<file path="src/rtl/tpu_isa_pkg.sv">
// Shared ISA definitions: instruction field widths, the packed instruction
// layout used by the buffer and the decoder, and small sizing helpers.
package tpu_isa_pkg;

    localparam int unsigned OPCODE_W     = 8;
    localparam int unsigned FLAG_W       = 8;
    localparam int unsigned LENGTH_W     = 8;
    localparam int unsigned HOST_ADDR_W  = 64;
    localparam int unsigned LOCAL_ADDR_W = 24;
    localparam int unsigned INSTR_W      = OPCODE_W + FLAG_W + LENGTH_W + HOST_ADDR_W + LOCAL_ADDR_W;
    localparam int unsigned HOST_WORD_W  = 32;
    localparam int unsigned IBUF_DEPTH   = 8;

    // MSB-first field order; the decoder slices instructions with this layout
    typedef struct packed {
        logic [OPCODE_W-1:0]     opcode;
        logic [FLAG_W-1:0]       flags;
        logic [LENGTH_W-1:0]     length;
        logic [HOST_ADDR_W-1:0]  host_addr;
        logic [LOCAL_ADDR_W-1:0] local_addr;
    } instr_t;

    function automatic int unsigned ceil_div(input int unsigned a, input int unsigned b);
        return (a + b - 1) / b;
    endfunction

endpackage

</file>
<file path="src/rtl/sync_fifo.sv">
// Synchronous first-word-fall-through FIFO with a registered head entry,
// valid flag, occupancy and full flag; flush clears it in one cycle.
module sync_fifo #(
    parameter int unsigned WIDTH = 112,
    parameter int unsigned DEPTH = 8,
    localparam int unsigned AW = $clog2(DEPTH),
    localparam int unsigned CW = AW + 1
) (
    input  logic             clk,
    input  logic             rst,
    input  logic             flush_i,
    input  logic             push_i,
    input  logic [WIDTH-1:0] push_data_i,
    input  logic             pop_i,
    output logic             valid_o,
    output logic [WIDTH-1:0] data_o,
    output logic [CW-1:0]    count_o,
    output logic             full_o
);

    logic [WIDTH-1:0] mem [DEPTH];

    logic [AW-1:0]    wr_ptr_q, wr_ptr_d;
    logic [AW-1:0]    rd_ptr_q, rd_ptr_d;
    logic [CW-1:0]    count_q, count_d;
    logic             valid_q, valid_d;
    logic             full_q, full_d;
    logic [WIDTH-1:0] head_q, head_d;

    logic             do_push;
    logic             do_pop;
    logic [AW-1:0]    rd_next;

    assign do_push = push_i & ~flush_i & ~full_q;
    assign do_pop  = pop_i & ~flush_i & valid_q;
    assign rd_next = rd_ptr_q + AW'(1);

    // Next-state: pointers, occupancy and the head copy that feeds data_o
    always_comb begin
        wr_ptr_d = wr_ptr_q;
        rd_ptr_d = rd_ptr_q;
        count_d  = count_q;
        head_d   = head_q;
        if (flush_i) begin
            wr_ptr_d = '0;
            rd_ptr_d = '0;
            count_d  = '0;
            head_d   = '0;
        end else begin
            if (do_push) begin
                wr_ptr_d = wr_ptr_q + AW'(1);
            end
            if (do_pop) begin
                rd_ptr_d = rd_next;
            end
            count_d = count_q + CW'(do_push) - CW'(do_pop);
            // A popped head is replaced by the next stored entry, or by the
            // word arriving this cycle when the FIFO held only the old head.
            if (do_pop) begin
                if (count_q > CW'(1)) begin
                    head_d = mem[rd_next];
                end else if (do_push) begin
                    head_d = push_data_i;
                end
            end else if (do_push && (count_q == '0)) begin
                head_d = push_data_i;
            end
        end
        valid_d = (count_d != '0);
        full_d  = (count_d == CW'(DEPTH));
    end

    always_ff @(posedge clk or posedge rst) begin
        if (rst) begin
            wr_ptr_q <= '0;
            rd_ptr_q <= '0;
            count_q  <= '0;
            valid_q  <= 1'b0;
            full_q   <= 1'b0;
            head_q   <= '0;
        end else begin
            wr_ptr_q <= wr_ptr_d;
            rd_ptr_q <= rd_ptr_d;
            count_q  <= count_d;
            valid_q  <= valid_d;
            full_q   <= full_d;
            head_q   <= head_d;
        end
    end

    // Storage needs no reset: an entry is only read after it was written
    always_ff @(posedge clk) begin
        if (do_push) begin
            mem[wr_ptr_q] <= push_data_i;
        end
    end

    assign valid_o = valid_q;
    assign data_o  = head_q;
    assign count_o = count_q;
    assign full_o  = full_q;

endmodule

</file>
<file path="src/rtl/instruction_buffer.sv">
// Assembles host words into full instructions (little-endian by beat) and
// queues them for the instruction decoder behind a valid/ready handshake.
module instruction_buffer
    import tpu_isa_pkg::*;
#(
    parameter int unsigned OPCODE_WIDTH               = OPCODE_W,
    parameter int unsigned FLAG_WIDTH                 = FLAG_W,
    parameter int unsigned LENGTH_WIDTH               = LENGTH_W,
    parameter int unsigned HOST_MEMORY_ADDRESS_WIDTH  = HOST_ADDR_W,
    parameter int unsigned LOCAL_MEMORY_ADDRESS_WIDTH = LOCAL_ADDR_W,
    parameter int unsigned HOST_WORD_WIDTH            = HOST_WORD_W,
    parameter int unsigned DEPTH                      = IBUF_DEPTH,
    localparam int unsigned INSTRUCTION_WIDTH = OPCODE_WIDTH + FLAG_WIDTH + LENGTH_WIDTH
                                              + HOST_MEMORY_ADDRESS_WIDTH + LOCAL_MEMORY_ADDRESS_WIDTH,
    localparam int unsigned BEATS  = ceil_div(INSTRUCTION_WIDTH, HOST_WORD_WIDTH),
    localparam int unsigned CNT_W  = $clog2(DEPTH) + 1,
    localparam int unsigned BEAT_W = (BEATS > 1) ? $clog2(BEATS) : 1
) (
    input  logic                         clk,
    input  logic                         rst,
    input  logic                         flush,
    input  logic                         in_valid,
    output logic                         in_ready,
    input  logic [HOST_WORD_WIDTH-1:0]   in_word,
    output logic                         out_valid,
    input  logic                         out_ready,
    output logic [INSTRUCTION_WIDTH-1:0] out_instruction,
    output logic [CNT_W-1:0]             count,
    output logic [BEAT_W-1:0]            beat_idx,
    output logic                         overflow_err
);

    localparam int unsigned PART_W = (BEATS - 1) * HOST_WORD_WIDTH;
    localparam logic [BEAT_W-1:0] LAST_BEAT = BEAT_W'(BEATS - 1);

    logic [BEAT_W-1:0]            beat_q, beat_d;
    logic [PART_W-1:0]            part_q, part_d;
    logic                         ovf_q, ovf_d;

    logic                         last_beat;
    logic                         fifo_full;
    logic                         accept;
    logic                         push;
    logic                         pop;
    logic [INSTRUCTION_WIDTH-1:0] push_data;

    // Only a final beat needs FIFO space; flush keeps the host side open
    assign last_beat = (beat_q == LAST_BEAT);
    assign in_ready  = flush | ~last_beat | ~fifo_full;
    assign accept    = in_valid & in_ready & ~flush;
    assign push      = accept & last_beat;
    assign pop       = out_valid & out_ready;

    // Final word sits on top of the stored words; bits past the instruction drop
    assign push_data = INSTRUCTION_WIDTH'({in_word, part_q});

    always_comb begin
        beat_d = beat_q;
        part_d = part_q;
        ovf_d  = ovf_q | (in_valid & last_beat & fifo_full & ~flush);
        if (flush) begin
            beat_d = '0;
            part_d = '0;
        end else if (accept) begin
            if (last_beat) begin
                beat_d = '0;
            end else begin
                beat_d = beat_q + BEAT_W'(1);
                for (int k = 0; k < int'(BEATS) - 1; k++) begin
                    if (beat_q == BEAT_W'(k)) begin
                        part_d[k*HOST_WORD_WIDTH +: HOST_WORD_WIDTH] = in_word;
                    end
                end
            end
        end
    end

    always_ff @(posedge clk or posedge rst) begin
        if (rst) begin
            beat_q <= '0;
            part_q <= '0;
            ovf_q  <= 1'b0;
        end else begin
            beat_q <= beat_d;
            part_q <= part_d;
            ovf_q  <= ovf_d;
        end
    end

    sync_fifo #(
        .WIDTH (INSTRUCTION_WIDTH),
        .DEPTH (DEPTH)
    ) u_fifo (
        .clk         (clk),
        .rst         (rst),
        .flush_i     (flush),
        .push_i      (push),
        .push_data_i (push_data),
        .pop_i       (pop),
        .valid_o     (out_valid),
        .data_o      (out_instruction),
        .count_o     (count),
        .full_o      (fifo_full)
    );

    assign beat_idx     = beat_q;
    assign overflow_err = ovf_q;

endmodule

</file>
<file path="config.mk">
export PLATFORM = sky130hd
export DESIGN_NAME = instruction_buffer
export DESIGN_NICKNAME = d
export VERILOG_FILES = /design/src/rtl/tpu_isa_pkg.sv /design/src/rtl/sync_fifo.sv /design/src/rtl/instruction_buffer.sv
export SDC_FILE = /design/constraint.sdc
export NUM_CORES = 1
export LEC_CHECK = 0
export ABC_AREA = 0
export BUFFER_PORTS_ARGS = -buffer_cell sky130_fd_sc_hd__buf_2
export CORE_ASPECT_RATIO = 1.25
export CORE_MARGIN = 1.5
export CORE_UTILIZATION = 35
export CTS_BUF_LIST = sky130_fd_sc_hd__clkbuf_16
export CTS_CLUSTER_DIAMETER = 200
export DETAILED_ROUTE_END_ITERATION = 8
export PLACE_DENSITY = 0.56
export SETUP_SLACK_MARGIN = 0.15
export SLEW_MARGIN = 20
export SYNTH_ARGS = -nofsm -noshare
export SYNTH_HDL_FRONTEND = slang
export SYNTH_HIERARCHICAL = 1
export SYNTH_SLANG_ARGS = --single-unit
export TNS_END_PERCENT = 5
</file>
<file path="constraint.sdc">
create_clock -name clk -period 10.9 [get_ports clk]
set_clock_uncertainty 0.15 [all_clocks]
set_input_delay 2.18 -clock clk [delete_from_list [all_inputs] [get_ports clk]]
set_output_delay 2.18 -clock clk [all_outputs]
set_load 0.02 [all_outputs]
</file>
==> qor.yml, run 1 <==
gr-total-overflow: 0
core_region_area_um2: 126400
max_slew.worst_pin.slew_ns: 1.230
core.rowCount: 146
hold_violations: 0
worst_ep_required_time_ns: 11.38
grt_max_degree: 170
maxSlewHeadroom_pct: 17.98
grt_use_total_pct: 18.48
number_of_maximum_capacitance_constraint_violations: 0
cts_num_sinks: 1119
clk_path_buf_depth: 3
ys.warnings.count: 6
clock_insertion_delay_worst_skew_ns: 0.72
detailroute.via_count: 23610
grt_first_pass_wirelength_um: 174900
p_leak_nw: 17.64
postCtsResizedCells: 0
placed_wire_length_estimate_um: 64790
timing.critical_path.max_delay_family: "buffers and inverters"
power_density_nw_per_um2: 170.9
initial_util_pct: 35.17
place_worst_setup_slack_ns: 4.461
syn-num-nets: 2553
synthDistinctLibCells: 42
cts-root-buf: "sky130_fd_sc_hd__clkbuf_16"
worstPathBufferInverterCount: 3
timing.critical_path.from_type: "primary input"
grt_pass1_vias: 24850
diodes: 0
drc_errors: 0
postSynthRegisterBits: 1119
postRouteAntennaNets: 0
timing_max_transition_violations_final: 0
die_w_um: 321.8
cts_post_setup_buffers_inserted: 0
cp-end-kind: "flip-flop"
crit_path_max_fanout: 90
gpl.final_weighted_congestion: 0.7432
placed_cells: 4229
via_to_cell_ratio: 5.316
fmaxAchievable_mhz: 173.6
path_clk_slew_ns: 0.06
path_common_cell: "sky130_fd_sc_hd__buf_4"
finalCriticalPeriod_ns: 5.760
post-route-util_pct: 40.14
rsz0062_at_grt: "no"
htree_levels: 3
syn_inst: 2505
hp-class: "flip-flop to flip-flop"
layout-drive-gt1-share_pct: 18.14
hold_buffers: 0
die_height_um: 401.5
criticalPathCategory: "primary input to flip-flop"
slowest_delay_ns: 0.87
wl_cell_um: 26.76
timing.final.setup_violations: 0
design.die.area_um2: 129200
synthToLayoutAreaGrowth_pct: 14.11
cts_tree: "yes"
io-pin-count: 158
worst_path_max_delay_cell: "sky130_fd_sc_hd__buf_4"
grt_antenna_before_repair: 3
synth_sequential_area_ratio_pct: 73.06
synth_area_um2: 44470
drt_first_pass_iters: 7
crit_chain: "buf_4, nor4bb_1, nand2b_1, nand2_1, a21oi_4, buf_4, buf_4, a221o_1"
post_synth.cell_area_avg_um2: 17.75
final_net_count: 2690
cts_made_buffers: 110
r2r_setup_slack_ns: 6.53
vdd_ir_drop_max_mv: 0.1562
instances_no_fill: 4442
setup_ws_ns: 5.140
postRouteWirelength_um: 118900
status: "finished, final reports clean"
critPathArrivalTime_ns: 6.24
finalCritPeriodShare_pct: 52.85
detailedRoute.firstIterationViolations: 2035
numPortBuffers: 157
registers in the layout, indices dropped and copies added, names as in the netlist:
signal / flops
u_fifo/mem: 896
overflow_err: 1
u_fifo/wr_ptr_q: 3
u_fifo/rd_ptr_q: 3
u_fifo/valid_o: 1
u_fifo/count_o: 4
u_fifo/full_o: 1
u_fifo/data_o: 112
part_q: 96
beat_idx: 2
final timing paths:
path,start,end,depth (start not counted)
setup reg to reg,beat_idx[0]$_DFFE_PP0P_,u_fifo/data_o[28]$_DFFE_PP0P_,8
min in group asynchronous,rst,u_fifo/data_o[107]$_DFFE_PP0P_,2
max in group asynchronous,rst,part_q[58]$_DFFE_PP0P_,3
hold / removal,overflow_err$_DFF_PP0_,overflow_err$_DFF_PP0_,1
hold reg to reg,overflow_err$_DFF_PP0_,overflow_err$_DFF_PP0_,1
setup / recovery,flush,u_fifo/data_o[28]$_DFFE_PP0P_,8
worst reg2reg max path, stage by stage (launching register included):
cell	delay, ns
sky130_fd_sc_hd__dfrtp_1	0.44
sky130_fd_sc_hd__ha_1	0.35
sky130_fd_sc_hd__nor4bb_1	0.19
sky130_fd_sc_hd__nand2b_1	0.33
sky130_fd_sc_hd__nand2_1	0.16
sky130_fd_sc_hd__a21oi_4	0.70
sky130_fd_sc_hd__buf_4	0.76
sky130_fd_sc_hd__buf_4	0.89
sky130_fd_sc_hd__a221o_1	0.34
stage by stage:
| stage | power, mW | hold WS [ns] | setup TNS, ns | cell area (um2) |
|---|---|---|---|---|
| 6_report | 8.672 | 0.3467 | 0 | 50740 |
| 5_1_grt | 8.930 | 0.3670 | 0 | 50740 |
| 4_1_cts | 8.759 | 0.3534 | 0 | 50660 |
| 3_5_place_dp | 4.940 | 0.3364 | 0 | 47030 |
| 3_3_place_gp | 4.932 | 0.3219 | 0 | 47010 |
| 2_1_floorplan | 4.838 | 0.3561 | -64.45 | 44470 |
Yosys cell counts:
cell type	number	area share, %
sky130_fd_sc_hd__and2_1	112	1.6
sky130_fd_sc_hd__buf_1	2	0.017
sky130_fd_sc_hd__nor2b_1	116	1.6
sky130_fd_sc_hd__xor2_2	1	0.037
sky130_fd_sc_hd__buf_4	7	0.12
sky130_fd_sc_hd__nor3b_1	1	0.017
sky130_fd_sc_hd__clkbuf_2	1	0.011
sky130_fd_sc_hd__a21o_1	1	0.017
sky130_fd_sc_hd__and3b_1	1	0.020
sky130_fd_sc_hd__o21ai_0	2	0.023
sky130_fd_sc_hd__a21oi_1	5	0.056
sky130_fd_sc_hd__nand2_2	1	0.014
sky130_fd_sc_hd__mux4_2	113	5.7
sky130_fd_sc_hd__buf_6	13	0.33
sky130_fd_sc_hd__nor2_1	16	0.14
sky130_fd_sc_hd__nor4bb_1	1	0.023
sky130_fd_sc_hd__a2111oi_4	2	0.12
sky130_fd_sc_hd__clkbuf_1	107	0.90
sky130_fd_sc_hd__nand2b_1	245	3.4
sky130_fd_sc_hd__nand2_1	9	0.076
sky130_fd_sc_hd__nand3_1	3	0.034
sky130_fd_sc_hd__edfxtp_1	896	61
sky130_fd_sc_hd__nand3b_1	3	0.051
sky130_fd_sc_hd__and3b_2	1	0.023
sky130_fd_sc_hd__a2111oi_0	109	2.1
sky130_fd_sc_hd__xnor2_1	5	0.098
sky130_fd_sc_hd__a2111oi_2	1	0.034
sky130_fd_sc_hd__a221o_1	112	2.5
sky130_fd_sc_hd__a211oi_1	111	1.9
sky130_fd_sc_hd__xor2_1	3	0.059
sky130_fd_sc_hd__a21boi_0	1	0.017
sky130_fd_sc_hd__ha_1	10	0.28
sky130_fd_sc_hd__or3_1	3	0.042
sky130_fd_sc_hd__buf_12	2	0.090
sky130_fd_sc_hd__mux2i_1	208	4.7
sky130_fd_sc_hd__nor3_1	3	0.034
sky130_fd_sc_hd__buf_2	44	0.50
sky130_fd_sc_hd__inv_1	8	0.068
sky130_fd_sc_hd__mux2_2	1	0.025
sky130_fd_sc_hd__fa_1	1	0.045
sky130_fd_sc_hd__a41o_1	1	0.023
sky130_fd_sc_hd__dfrtp_1	223	13
power breakdown:
group | internal (mW) | switching (mW)
Clock | 2.18 | 1.64
Combinational | 0.0416 | 0.112
Sequential | 4.64 | 0.0572
layout make-up:
type	count	area, um2
timing repair buffer	201	1246
clock buffer	111	2778
clock inverter	99	860.8
sequential	1119	32490
tap	1702	2130
multi-input combinational	1202	11200
fill	11480	75670
inverter	8	37.54
cells in the final DEF, fill, tap and decap left out, types with 2 or more instances in the layout:
master	instances
sky130_fd_sc_hd__and2_1	112
sky130_fd_sc_hd__mux4_2	113
sky130_fd_sc_hd__nor2_4	7
sky130_fd_sc_hd__a2111oi_4	3
sky130_fd_sc_hd__xor2_1	3
sky130_fd_sc_hd__a221o_1	112
sky130_fd_sc_hd__nor2_1	9
sky130_fd_sc_hd__a211oi_1	111
sky130_fd_sc_hd__a21oi_1	4
sky130_fd_sc_hd__nand3b_1	3
sky130_fd_sc_hd__mux2i_1	208
sky130_fd_sc_hd__buf_2	156
sky130_fd_sc_hd__inv_1	26
sky130_fd_sc_hd__clkinv_8	4
sky130_fd_sc_hd__edfxtp_1	896
sky130_fd_sc_hd__buf_4	36
sky130_fd_sc_hd__a2111oi_0	109
sky130_fd_sc_hd__dfrtp_1	222
sky130_fd_sc_hd__xnor2_1	5
sky130_fd_sc_hd__nor2b_1	116
sky130_fd_sc_hd__buf_12	7
sky130_fd_sc_hd__clkinv_2	26
sky130_fd_sc_hd__clkinvlp_4	2
sky130_fd_sc_hd__nand2b_1	245
sky130_fd_sc_hd__inv_6	3
sky130_fd_sc_hd__nand2_1	9
sky130_fd_sc_hd__clkinv_1	29
sky130_fd_sc_hd__bufinv_16	14
sky130_fd_sc_hd__buf_16	2
sky130_fd_sc_hd__ha_1	9
sky130_fd_sc_hd__o21ai_0	2
sky130_fd_sc_hd__or3_1	2
sky130_fd_sc_hd__nand3_1	3
sky130_fd_sc_hd__clkbuf_16	111
cells by family (layout without fill, tap and decap cells):
group | after synthesis | in the layout | synth area share (%)
AOI/OAI and AO/OA | 345 | 345 | 6.835
xor gates and xnor gates | 9 | 9 | 0.1942
adders and majority gates | 11 | 11 | 0.3264
buffers and inverters | 184 | 419 | 2.032
DFF | 1119 | 1119 | 73.06
muxes | 322 | 322 | 10.43
and+or+nand+nor | 515 | 515 | 7.122
per-layer routing:
metal	track usage (%)	vias up	routed length (um)
li1	-	10190	-
met1	24.50	12570	50100
met2	31.62	719	60120
met3	2.739	132	6356
met4	4.833	2	2266
met5	0	-	13
No activity file was read; power rests on OpenSTA's default activity.
==> run 2, diff against run 1 <==
--- a/config.mk
+++ b/config.mk
@@ -13,7 +13,7 @@
 export CTS_BUF_LIST = sky130_fd_sc_hd__clkbuf_16
 export CTS_CLUSTER_DIAMETER = 200
 export DETAILED_ROUTE_END_ITERATION = 8
-export PLACE_DENSITY = 0.56
+export PLACE_DENSITY = 0.58
 export SETUP_SLACK_MARGIN = 0.15
 export SLEW_MARGIN = 20
 export SYNTH_ARGS = -nofsm -noshare
==> constraint.sdc (replaced) <==
create_clock -name clk -period 4.8 [get_ports clk]
set_clock_uncertainty 0.15 [all_clocks]
set_input_delay 0.96 -clock clk [delete_from_list [all_inputs] [get_ports clk]]
set_output_delay 0.96 -clock clk [all_outputs]
set_load 0.02 [all_outputs]
==> run 2 against run 1 <==
Against the previous run: non-clock buffer count grew 24; sequential cell count is the same; hold slack lost 0.050 ns; critical path depth shrank 1; first-iteration DRC count shrank 4.2%; critical path type is now flip-flop to flip-flop.
==> qor.yml, run 2 (synthesis results as in run 1) <==
crit_chain: "ha_1, nor4bb_4, nand2b_1, nor2_1, nand2_1, nor3_4, buf_12"
cts-root-buf: "sky130_fd_sc_hd__clkbuf_16"
via_to_cell_ratio: 5.278
timing.critical_path.from_type: "flip-flop"
top_register: "u_fifo/mem"
timing.final.setup_violations: 0
crit_path_max_fanout: 28
placed_wire_length_estimate_um: 67150
grt_antenna_before_repair: 5
setup_ws_ns: 1.333
drt_first_pass_iters: 5
final_net_count: 2706
initial_util_pct: 35.17
max_slew.worst_pin.slew_ns: 0.9933
drc_errors: 0
vdd_ir_drop_max_mv: 0.3040
numPortBuffers: 157
p_leak_nw: 17.64
critPathArrivalTime_ns: 3.70
cts_made_buffers: 102
grt_pass1_vias: 24770
io-pin-count: 158
finalCritPeriodShare_pct: 72.22
worstPathBufferInverterCount: 1
clock_insertion_delay_worst_skew_ns: 0.71
postRouteWirelength_um: 115200
worst_ep_required_time_ns: 5.03
fmaxAchievable_mhz: 288.5
core_region_area_um2: 126400
status: "finished, final reports clean"
gpl.final_weighted_congestion: 0.7626
place_worst_setup_slack_ns: 0.9509
power_density_nw_per_um2: 375.2
rsz0062_at_grt: "no"
gr-total-overflow: 0
synthToLayoutAreaGrowth_pct: 14.37
postRouteAntennaNets: 0
setup_total_negative_slack_ns: 0
worst_path_max_delay_cell: "sky130_fd_sc_hd__nor3_4"
hp-class: "primary input to asynchronous set/reset pin"
final_cell_mix: "sky130_fd_sc_hd__edfxtp_1 (896), sky130_fd_sc_hd__nand2b_1 (245), sky130_fd_sc_hd__dfrtp_1 (222), sky130_fd_sc_hd__mux2i_1 (208), sky130_fd_sc_hd__buf_2 (156)"
placed_cells: 4256
htree_levels: 3
core.rowCount: 146
criticalPathCategory: "flip-flop to flip-flop"
clk_path_buf_depth: 3
fill_cells: 11510
timing_max_transition_violations_final: 0
postCtsResizedCells: 0
die_w_um: 321.8
cts_post_setup_buffers_inserted: 0
path_clk_slew_ns: 0.06
design.die.area_um2: 129200
hold_buffers: 0
maxSlewHeadroom_pct: 33.57
wl_cell_um: 25.91
instances_no_fill: 4448
slowest_delay_ns: 0.83
layout.cells.most_common: "sky130_fd_sc_hd__edfxtp_1"
detailroute.via_count: 23480
detailedRoute.firstIterationViolations: 1950
grt_use_total_pct: 17.90
cp-end-kind: "flip-flop"
layout-drive-gt1-share_pct: 18.43
timing.critical_path.max_delay_family: "simple AND/OR/NAND/NOR gates"
grt_max_degree: 128
hold_violations: 0
largest_register_ffs: 896
finalCriticalPeriod_ns: 3.467
number_of_maximum_capacitance_constraint_violations: 0
diodes: 0
cts_num_sinks: 1119
grt_first_pass_wirelength_um: 170400
die_height_um: 401.5
cts_tree: "yes"
[run 2: power by group]
group / internal [mW] / switching (mW)
Combinational: 0.0961 / 0.245
Sequential: 10.5 / 0.134
Clock: 4.47 / 3.61
Total: 15.1 / 3.99
[run 2: final timing paths]
| kind | startpoint | end | cells after the start | slack [ns] |
|---|---|---|---|---|
| worst max-delay path | beat_idx[0]$_DFFE_PP0P_ | u_fifo/mem[1][38]$_DFFE_PP_ | 7 | 1.33 |
| worst min-delay path | rst | part_q[2]$_DFFE_PP0P_ | 2 | 0.30 |
| worst max register to register | beat_idx[0]$_DFFE_PP0P_ | u_fifo/mem[1][38]$_DFFE_PP_ | 7 | 1.33 |
| worst min register to register | u_fifo/data_o[54]$_DFFE_PP0P_ | u_fifo/data_o[54]$_DFFE_PP0P_ | 1 | 0.36 |
| max in group asynchronous | rst | u_fifo/data_o[30]$_DFFE_PP0P_ | 3 | 3.24 |
| min in group clk | u_fifo/data_o[54]$_DFFE_PP0P_ | u_fifo/data_o[54]$_DFFE_PP0P_ | 1 | 0.36 |
[run 2: cell type report]
cell class	instances	area (um2)	area share [%]
tap	1702	2130	4.187
clock inverter	87	696.9	1.370
clock buffer	105	2628	5.167
inverter	8	40.04	0.07873
timing repair buffer	225	1649	3.243
multi-input combinational	1202	11220	22.07
sequential	1119	32490	63.89
[run 2: worst register-to-register path, delay by kind of cell, from the launching register on]
kind	cells	cell delay (ns)
adders and majority gates	1	0.43
and+or+nand+nor	5	1.75
buffers and inverters	1	0.32
DFF	1	0.45
[run 2: per-stage QoR]
stage	utilization [%]	cell area [um2]	power [mW]	hold slack (ns)
final	40.23	50860	19.08	0.2967
after CTS	40.23	50850	19.26	0.3127
after global placement	37.60	47530	11.20	0.3461
after floorplan	-	44540	10.99	0.3561
after detailed placement	37.60	47530	11.21	0.3475
after global routing	40.23	50860	19.63	0.3400
[run 2: metal layers]
layer  GRT usage, %  routed length (um)
met1          22.43               46400
met5              0                  13
met3          2.532                5236
met4          7.216                4303
met2          31.01               59290
